File: src/rtl/ad_sample_ctrl.sv
// ADC sample sequencer: paces conversions, runs the convert/done handshake with timeout,
// and blanks averaging-filter output until its window has refilled.
module ad_sample_ctrl #(
   parameter int unsigned CNV_W   = 4,
   parameter int unsigned TIMEOUT = 255
) (
   input  logic        clk_sys,
   input  logic        rst_n,
   input  logic        cfg_en,
   input  logic [15:0] cfg_period,
   input  logic [7:0]  cfg_ave,
   input  logic        stat_clr,
   output logic        adc_cnv,
   input  logic        adc_done,
   input  logic [15:0] adc_data,
   output logic [15:0] ad_data_o,
   output logic        ad_vld_o,
   input  logic [15:0] filt_data_i,
   input  logic        filt_vld_i,
   output logic [15:0] filt_data_o,
   output logic        filt_vld_o,
   output logic        stat_ovr,
   output logic        stat_tmo
);

   typedef enum logic [1:0] {
      ST_IDLE = 2'd0,
      ST_CNV  = 2'd1,
      ST_WAIT = 2'd2
   } state_t;

   localparam logic [15:0] P_MIN    = 16'(CNV_W + 32'd2);
   localparam logic [3:0]  CNV_LAST = 4'(CNV_W - 32'd1);
   localparam logic [7:0]  TMO_LAST = 8'(TIMEOUT - 32'd1);

   // Samples the filter must see before its output is trustworthy, per averaging mode.
   function automatic logic [3:0] blank_n(input logic [1:0] mode);
      case (mode)
         2'd0:    blank_n = 4'd0;
         2'd1:    blank_n = 4'd3;
         2'd2:    blank_n = 4'd5;
         2'd3:    blank_n = 4'd9;
         default: blank_n = 4'd0;
      endcase
   endfunction

   state_t      state_q, state_d;
   logic [15:0] cnt_q, cnt_d;
   logic [3:0]  cnv_cnt_q, cnv_cnt_d;
   logic [7:0]  tmo_cnt_q, tmo_cnt_d;
   logic        adc_cnv_q, adc_cnv_d;
   logic [15:0] ad_data_q, ad_data_d;
   logic        ad_vld_q, ad_vld_d;
   logic        ovr_q, ovr_d;
   logic        tmo_q, tmo_d;
   logic        en_q;
   logic [1:0]  ave_q;
   logic [3:0]  blank_q, blank_d;
   logic        filt_vld_q, filt_vld_d;
   logic [15:0] filt_data_q, filt_data_d;

   logic [15:0] period_eff;
   logic        tick;
   logic        ovr_set;
   logic        tmo_set;
   logic        reload;
   logic        ave_hi_unused;

   assign ave_hi_unused = ^cfg_ave[7:2];
   assign period_eff    = (cfg_period < P_MIN) ? P_MIN : cfg_period;
   assign tick          = cfg_en & (cnt_q == 16'd0);

   // Period counter: compares against the live period so a shortened period wraps promptly.
   always_comb begin
      cnt_d = cnt_q;
      if (!cfg_en) begin
         cnt_d = 16'd0;
      end else if (cnt_q >= (period_eff - 16'd1)) begin
         cnt_d = 16'd0;
      end else begin
         cnt_d = cnt_q + 16'd1;
      end
   end

   // Conversion FSM next state, handshake capture and status set events.
   always_comb begin
      state_d   = state_q;
      cnv_cnt_d = cnv_cnt_q;
      tmo_cnt_d = tmo_cnt_q;
      ad_data_d = ad_data_q;
      ad_vld_d  = 1'b0;
      ovr_set   = 1'b0;
      tmo_set   = 1'b0;
      if (!cfg_en) begin
         state_d   = ST_IDLE;
         cnv_cnt_d = 4'd0;
         tmo_cnt_d = 8'd0;
      end else begin
         ovr_set = tick & (state_q != ST_IDLE);
         case (state_q)
            ST_IDLE: begin
               if (tick) begin
                  state_d   = ST_CNV;
                  cnv_cnt_d = 4'd0;
               end else begin
                  state_d = ST_IDLE;
               end
            end
            ST_CNV: begin
               if (cnv_cnt_q == CNV_LAST) begin
                  state_d   = ST_WAIT;
                  tmo_cnt_d = 8'd0;
               end else begin
                  cnv_cnt_d = cnv_cnt_q + 4'd1;
               end
            end
            ST_WAIT: begin
               if (adc_done) begin
                  ad_data_d = adc_data;
                  ad_vld_d  = 1'b1;
                  state_d   = ST_IDLE;
               end else if (tmo_cnt_q == TMO_LAST) begin
                  tmo_set = 1'b1;
                  state_d = ST_IDLE;
               end else begin
                  tmo_cnt_d = tmo_cnt_q + 8'd1;
               end
            end
            default: begin
               state_d = ST_IDLE;
            end
         endcase
      end
      adc_cnv_d = (state_d == ST_CNV);
      ovr_d     = ovr_set | (ovr_q & ~stat_clr);
      tmo_d     = tmo_set | (tmo_q & ~stat_clr);
   end

   // Output blanking: a reload beats a same-cycle decrement.
   always_comb begin
      reload  = (cfg_en & ~en_q) | (cfg_ave[1:0] != ave_q);
      blank_d = blank_q;
      if (reload) begin
         blank_d = blank_n(cfg_ave[1:0]);
      end else if (filt_vld_i && (blank_q != 4'd0)) begin
         blank_d = blank_q - 4'd1;
      end else begin
         blank_d = blank_q;
      end
      filt_vld_d  = filt_vld_i & (blank_q == 4'd0);
      filt_data_d = filt_vld_i ? filt_data_i : filt_data_q;
   end

   // State and output registers.
   always_ff @(posedge clk_sys or negedge rst_n) begin
      if (!rst_n) begin
         state_q     <= ST_IDLE;
         cnt_q       <= 16'd0;
         cnv_cnt_q   <= 4'd0;
         tmo_cnt_q   <= 8'd0;
         adc_cnv_q   <= 1'b0;
         ad_data_q   <= 16'd0;
         ad_vld_q    <= 1'b0;
         ovr_q       <= 1'b0;
         tmo_q       <= 1'b0;
         en_q        <= 1'b0;
         ave_q       <= 2'd0;
         blank_q     <= 4'd0;
         filt_vld_q  <= 1'b0;
         filt_data_q <= 16'd0;
      end else begin
         state_q     <= state_d;
         cnt_q       <= cnt_d;
         cnv_cnt_q   <= cnv_cnt_d;
         tmo_cnt_q   <= tmo_cnt_d;
         adc_cnv_q   <= adc_cnv_d;
         ad_data_q   <= ad_data_d;
         ad_vld_q    <= ad_vld_d;
         ovr_q       <= ovr_d;
         tmo_q       <= tmo_d;
         en_q        <= cfg_en;
         ave_q       <= cfg_ave[1:0];
         blank_q     <= blank_d;
         filt_vld_q  <= filt_vld_d;
         filt_data_q <= filt_data_d;
      end
   end

   assign adc_cnv     = adc_cnv_q;
   assign ad_data_o   = ad_data_q;
   assign ad_vld_o    = ad_vld_q;
   assign filt_data_o = filt_data_q;
   assign filt_vld_o  = filt_vld_q;
   assign stat_ovr    = ovr_q;
   assign stat_tmo    = tmo_q;

endmodule

File: config.mk
export PLATFORM = sky130hd
export DESIGN_NAME = ad_sample_ctrl
export DESIGN_NICKNAME = d
export VERILOG_FILES = /design/src/rtl/ad_sample_ctrl.sv
export SDC_FILE = /design/constraint.sdc
export NUM_CORES = 1
export LEC_CHECK = 0
export ABC_AREA = 0
export CAP_MARGIN = 0
export CORE_UTILIZATION = 45
export CTS_BUF_LIST = sky130_fd_sc_hd__clkbuf_16
export DETAILED_ROUTE_END_ITERATION = 10
export PLACE_DENSITY = 0.75
export SKIP_LAST_GASP = 1
export SLEW_MARGIN = 0
export SYNTH_ARGS = -nofsm -noshare
export SYNTH_HDL_FRONTEND = slang
export SYNTH_SLANG_ARGS = --single-unit
export TNS_END_PERCENT = 100
File: constraint.sdc
create_clock -name clk_sys -period 2.35 [get_ports clk_sys]
set_input_delay 0.47 -clock clk_sys [delete_from_list [all_inputs] [get_ports clk_sys]]
set_output_delay 0.47 -clock clk_sys [all_outputs]
set_load 0.1 [all_outputs]
==> run_results.csv <==
group,metric,value,unit
routing,dr.pass1.iters,4,
floorplanning,core-area,8300,um^2
synth,ys_seq_area_frac,0.475,
timing,setup_ws,-1020,ps
pwr,power.density,664,nW/um^2
clocking,cts_made_buffers,9,
routing,via_per_inst,5.47,
final_layout,syn_to_final_growth,47.4,%
timing,rsz0062_at_grt,"true",
worst_setup_path,start_kind,"primary input",
timing,worst_hold_slack,80.4,ps
worst_setup_path,cp.required,2560,ps
synth,synth_compound_area_frac,0.0908,
timing,min_period,3370,ps
synth,syn_area_per_cell,10.8,um^2
synth,synth_top_family_by_area,"simple AND/OR/NAND/NOR gates",
floorplanning,die_w,95.1,um
pwr,p_clk_frac,0.429,
floorplanning,core.rowCount,33,
worst_setup_path,cp_slowest_cell,"nor4_4",
final_layout,multi_input_area,2160,um^2
synth,syn_nets,447,
global_routing,grt_overflow_total,0,
synth,yosysMostFrequentCell,"dfrtp_1",
timing,finClkSkew,6.29,ps
placement,gp_congestion,0.780,
worst_setup_path,cp_max_fo,8,
run_status,violations,"negative setup slack",
synth,yosys.area.top_type_share,0.475,
timing,post-route-period-util,1.43,
synth,netlist_instances,362,
final_layout,antennaDiodeCount,0,
timing,finalSetupViolations,16,
routing,vias,3352,
timing,hold_violations,0,
pwr,combPwrFrac,0.210,
job,maxCapViolCount,0,
synth,synth_xor_area_frac,0.0606,
routing,postRouteAntennaNets,0,
clocking,clock_sinks,74,
synth,yosys-top-cells-count,"dfrtp_1 (74), mux2_2 (33), nor2_1 (33)",
global_routing,grt_pass1_wl,15.9,mm
synth,synth_warnings,0,
timing,max_slew_margin,0.586,
worst_setup_path,crit_chain,"buf_8, nor4_4, nand4b_4, a2111oi_4, nand2b_4, ha_4, nor2b_4, buf_6, buf_6, nand2_4, nor3_4, a21oi_2, ha_1, nand3_2, nor4_4, o2111ai_2, nand3_2, buf_12, nor2_4",
clocking,path_clk_slew,60,ps
synth,synthAdderAreaFrac,0.0738,
global_routing,grt_use_total,0.232,
synth,synthesis.area,3900,um^2
timing,tightest_slew,616,ps
pwr,peakVddDrop,468,uV
routing,remaining_drc_errors,0,
routing,first_iter_violations,186,
final_layout,layout.nets,590,
placement,portBuffers,92,
run_status,status,"finished with violations",
routing,routedWlPerCell,16.9,um
final_layout,fillers,601,
placement,pre_cts_ws,-1570,ps
floorplanning,die_area,9050,um^2
pwr,power.switching,1.07,mW
timing,max_freq,297,MHz
worst_setup_path,end_kind,"flop",
synth,synth_edf_count,0,
floorplanning,chipHeight,95.1,um
floorplanning,io_pins,99,
synth,synthMuxAreaShare,0.103,
global_routing,grt_max_degree,43,
worst_setup_path,worstPathArrival,3580,ps
placement,dp.cells,588,
pwr,switching_share,0.280,
clocking,clock_tree.buffer_depth,2,
routing,wirelength,10.3,mm
placement,dp_hpwl,6.88,mm
global_routing,antenna_found_initial,0,
synth,async_flop_share,1.00,
synth,ys_ff_latch,74,
clocking,cts_tree,"done",
synth,synth.area.top_cells,"dfrtp_1 (47%), mux2_2 (9.5%), ha_1 (7.4%)",
global_routing,first_global_vias,3418,
clocking,clock_latency,330,ps
final_layout,drive_gt1_frac,0.346,
pwr,leakage,2.64,nW
pwr,seq_power_share,0.361,
floorplanning,start_util,0.470,
final_layout,final_cells,613,
synth,yosysTopAreaCell,"dfrtp_1",
clocking,cts-root-buf,"clkbuf_16",
timing,slew_viol_final,0,
worst_setup_path,crit_type,"primary input to flop",
clocking,h-tree-depth,3,
min_path,hp-class,"primary input to asynchronous set/reset pin",
synth,synth.distinct_cells,43,
pwr,intPower,2.75,mW
synth,synth_flop_cell,"dfrtp_1",
placement,dpl-instance-area,5170,um^2
final_layout,finalInstanceArea,5750,um^2
worst_setup_path,cpPeakStageDelay,370,ps
final_layout,seq_area,1850,um^2
synth,yosys.area_share.simple,0.179,
critical path: cells and delay by family:
| kind | cells | cell delay [ps] |
|---|---|---|
| and+or+nand+nor | 10 | 1740 |
| buffers and inverters | 4 | 460 |
| AOI/OAI and AO/OA | 3 | 460 |
| adders and majority gates | 2 | 440 |
through the flow:
step / setup TNS (ps) / util / power, mW
floorplan: -16060 / - / 1.87
global placement: -22740 / 0.624 / 2.15
detailed placement: -24960 / 0.624 / 2.17
CTS: -16210 / 0.684 / 3.84
global route: -17880 / 0.693 / 3.93
finish: -16200 / 0.693 / 3.82
layout make-up:
| type | instances | share of cell area |
|---|---|---|
| clock buffer | 9 | 0.0392 |
| clock inverter | 5 | 0.0224 |
| inverter | 11 | 0.00718 |
| multi-input combinational | 270 | 0.376 |
| sequential | 74 | 0.322 |
| tap | 105 | 0.0228 |
| timing repair buffer | 139 | 0.210 |
flip-flops by register name, summed over array words and instances (netlist names):
name         flops
cnt_q           16
cnv_cnt_q        4
adc_cnv          1
ad_data_o       16
filt_vld_o       1
ad_vld_o         1
filt_data_o     16
stat_ovr         1
stat_tmo         1
tmo_cnt_q        8
en_q             1
ave_q            2
blank_q          4
state_q          2
cell families after synthesis:
logic type	count (synthesis)
AND/OR/NAND/NOR	132
AO/OA/AOI/OAI	52
multiplexers	36
XOR/XNOR	27
flip-flops	74
adder cells (fa/ha/maj)	23
buffers and inverters	18
power groups by stage:
stage	clock network (mW)	logic, mW	registers, mW
6_report	1.64	0.802	1.38
5_1_grt	1.70	0.845	1.39
4_1_cts	1.66	0.798	1.38
3_5_place_dp	0	0.771	1.40
3_3_place_gp	0	0.759	1.40
2_1_floorplan	0	0.182	1.69
cell usage in the layout (no fill, tap or decap), types with 4 or more instances in the layout:
cell type / count
clkbuf_16: 9
a21oi_1: 10
inv_1: 11
dfrtp_1: 74
nor2_2: 11
nor4_1: 4
nor3b_1: 5
nor2_4: 6
clkdlybuf4s50_1: 43
nand3_1: 13
and2_1: 4
buf_2: 4
nor2b_1: 6
a31oi_1: 4
bufinv_16: 4
xnor2_1: 12
and3_1: 6
nor3_1: 10
mux2_2: 33
o31ai_1: 5
nand2_1: 20
nor2_1: 16
buf_4: 80
nand4_1: 7
o21ai_0: 16
ha_1: 22
xor2_1: 15
per-layer routing:
layer	wire length (um)	GRT usage	up-vias
met4	215	0.0896	0
met3	362	0.0431	18
met1	4100	0.274	1654
met5	0	0	-
met2	5670	0.416	83
li1	-	-	1597
what timing repair did:
item,in CTS,in global routing
hold buffers,0,0
pin swaps,19,9
hold endpoints to repair,0,0
cloned,1,0
setup buffers,8,4
resized for setup,55,22
setup endpoints to repair,16,16
final timing paths:
kind | slack [ps] | depth (start not counted) | endpoint | startpoint
max | -1020 | 19 | cnt_q[12]$_DFF_PN0_ | cfg_period[11]
min | 80 | 1 | ad_data_o[1]$_DFFE_PN0P_ | rst_n
max reg2reg | 360 | 6 | cnv_cnt_q[2]$_DFFE_PN0P_ | cnt_q[1]$_DFF_PN0_
min reg2reg | 500 | 1 | filt_vld_o$_DFF_PN0_ | blank_q[3]$_DFFE_PN0P_
max in group asynchronous | 1700 | 2 | blank_q[0]$_DFFE_PN0P_ | rst_n
min in group clk_sys | 500 | 1 | filt_vld_o$_DFF_PN0_ | blank_q[3]$_DFFE_PN0P_
Power figures use the tool's default switching activity.
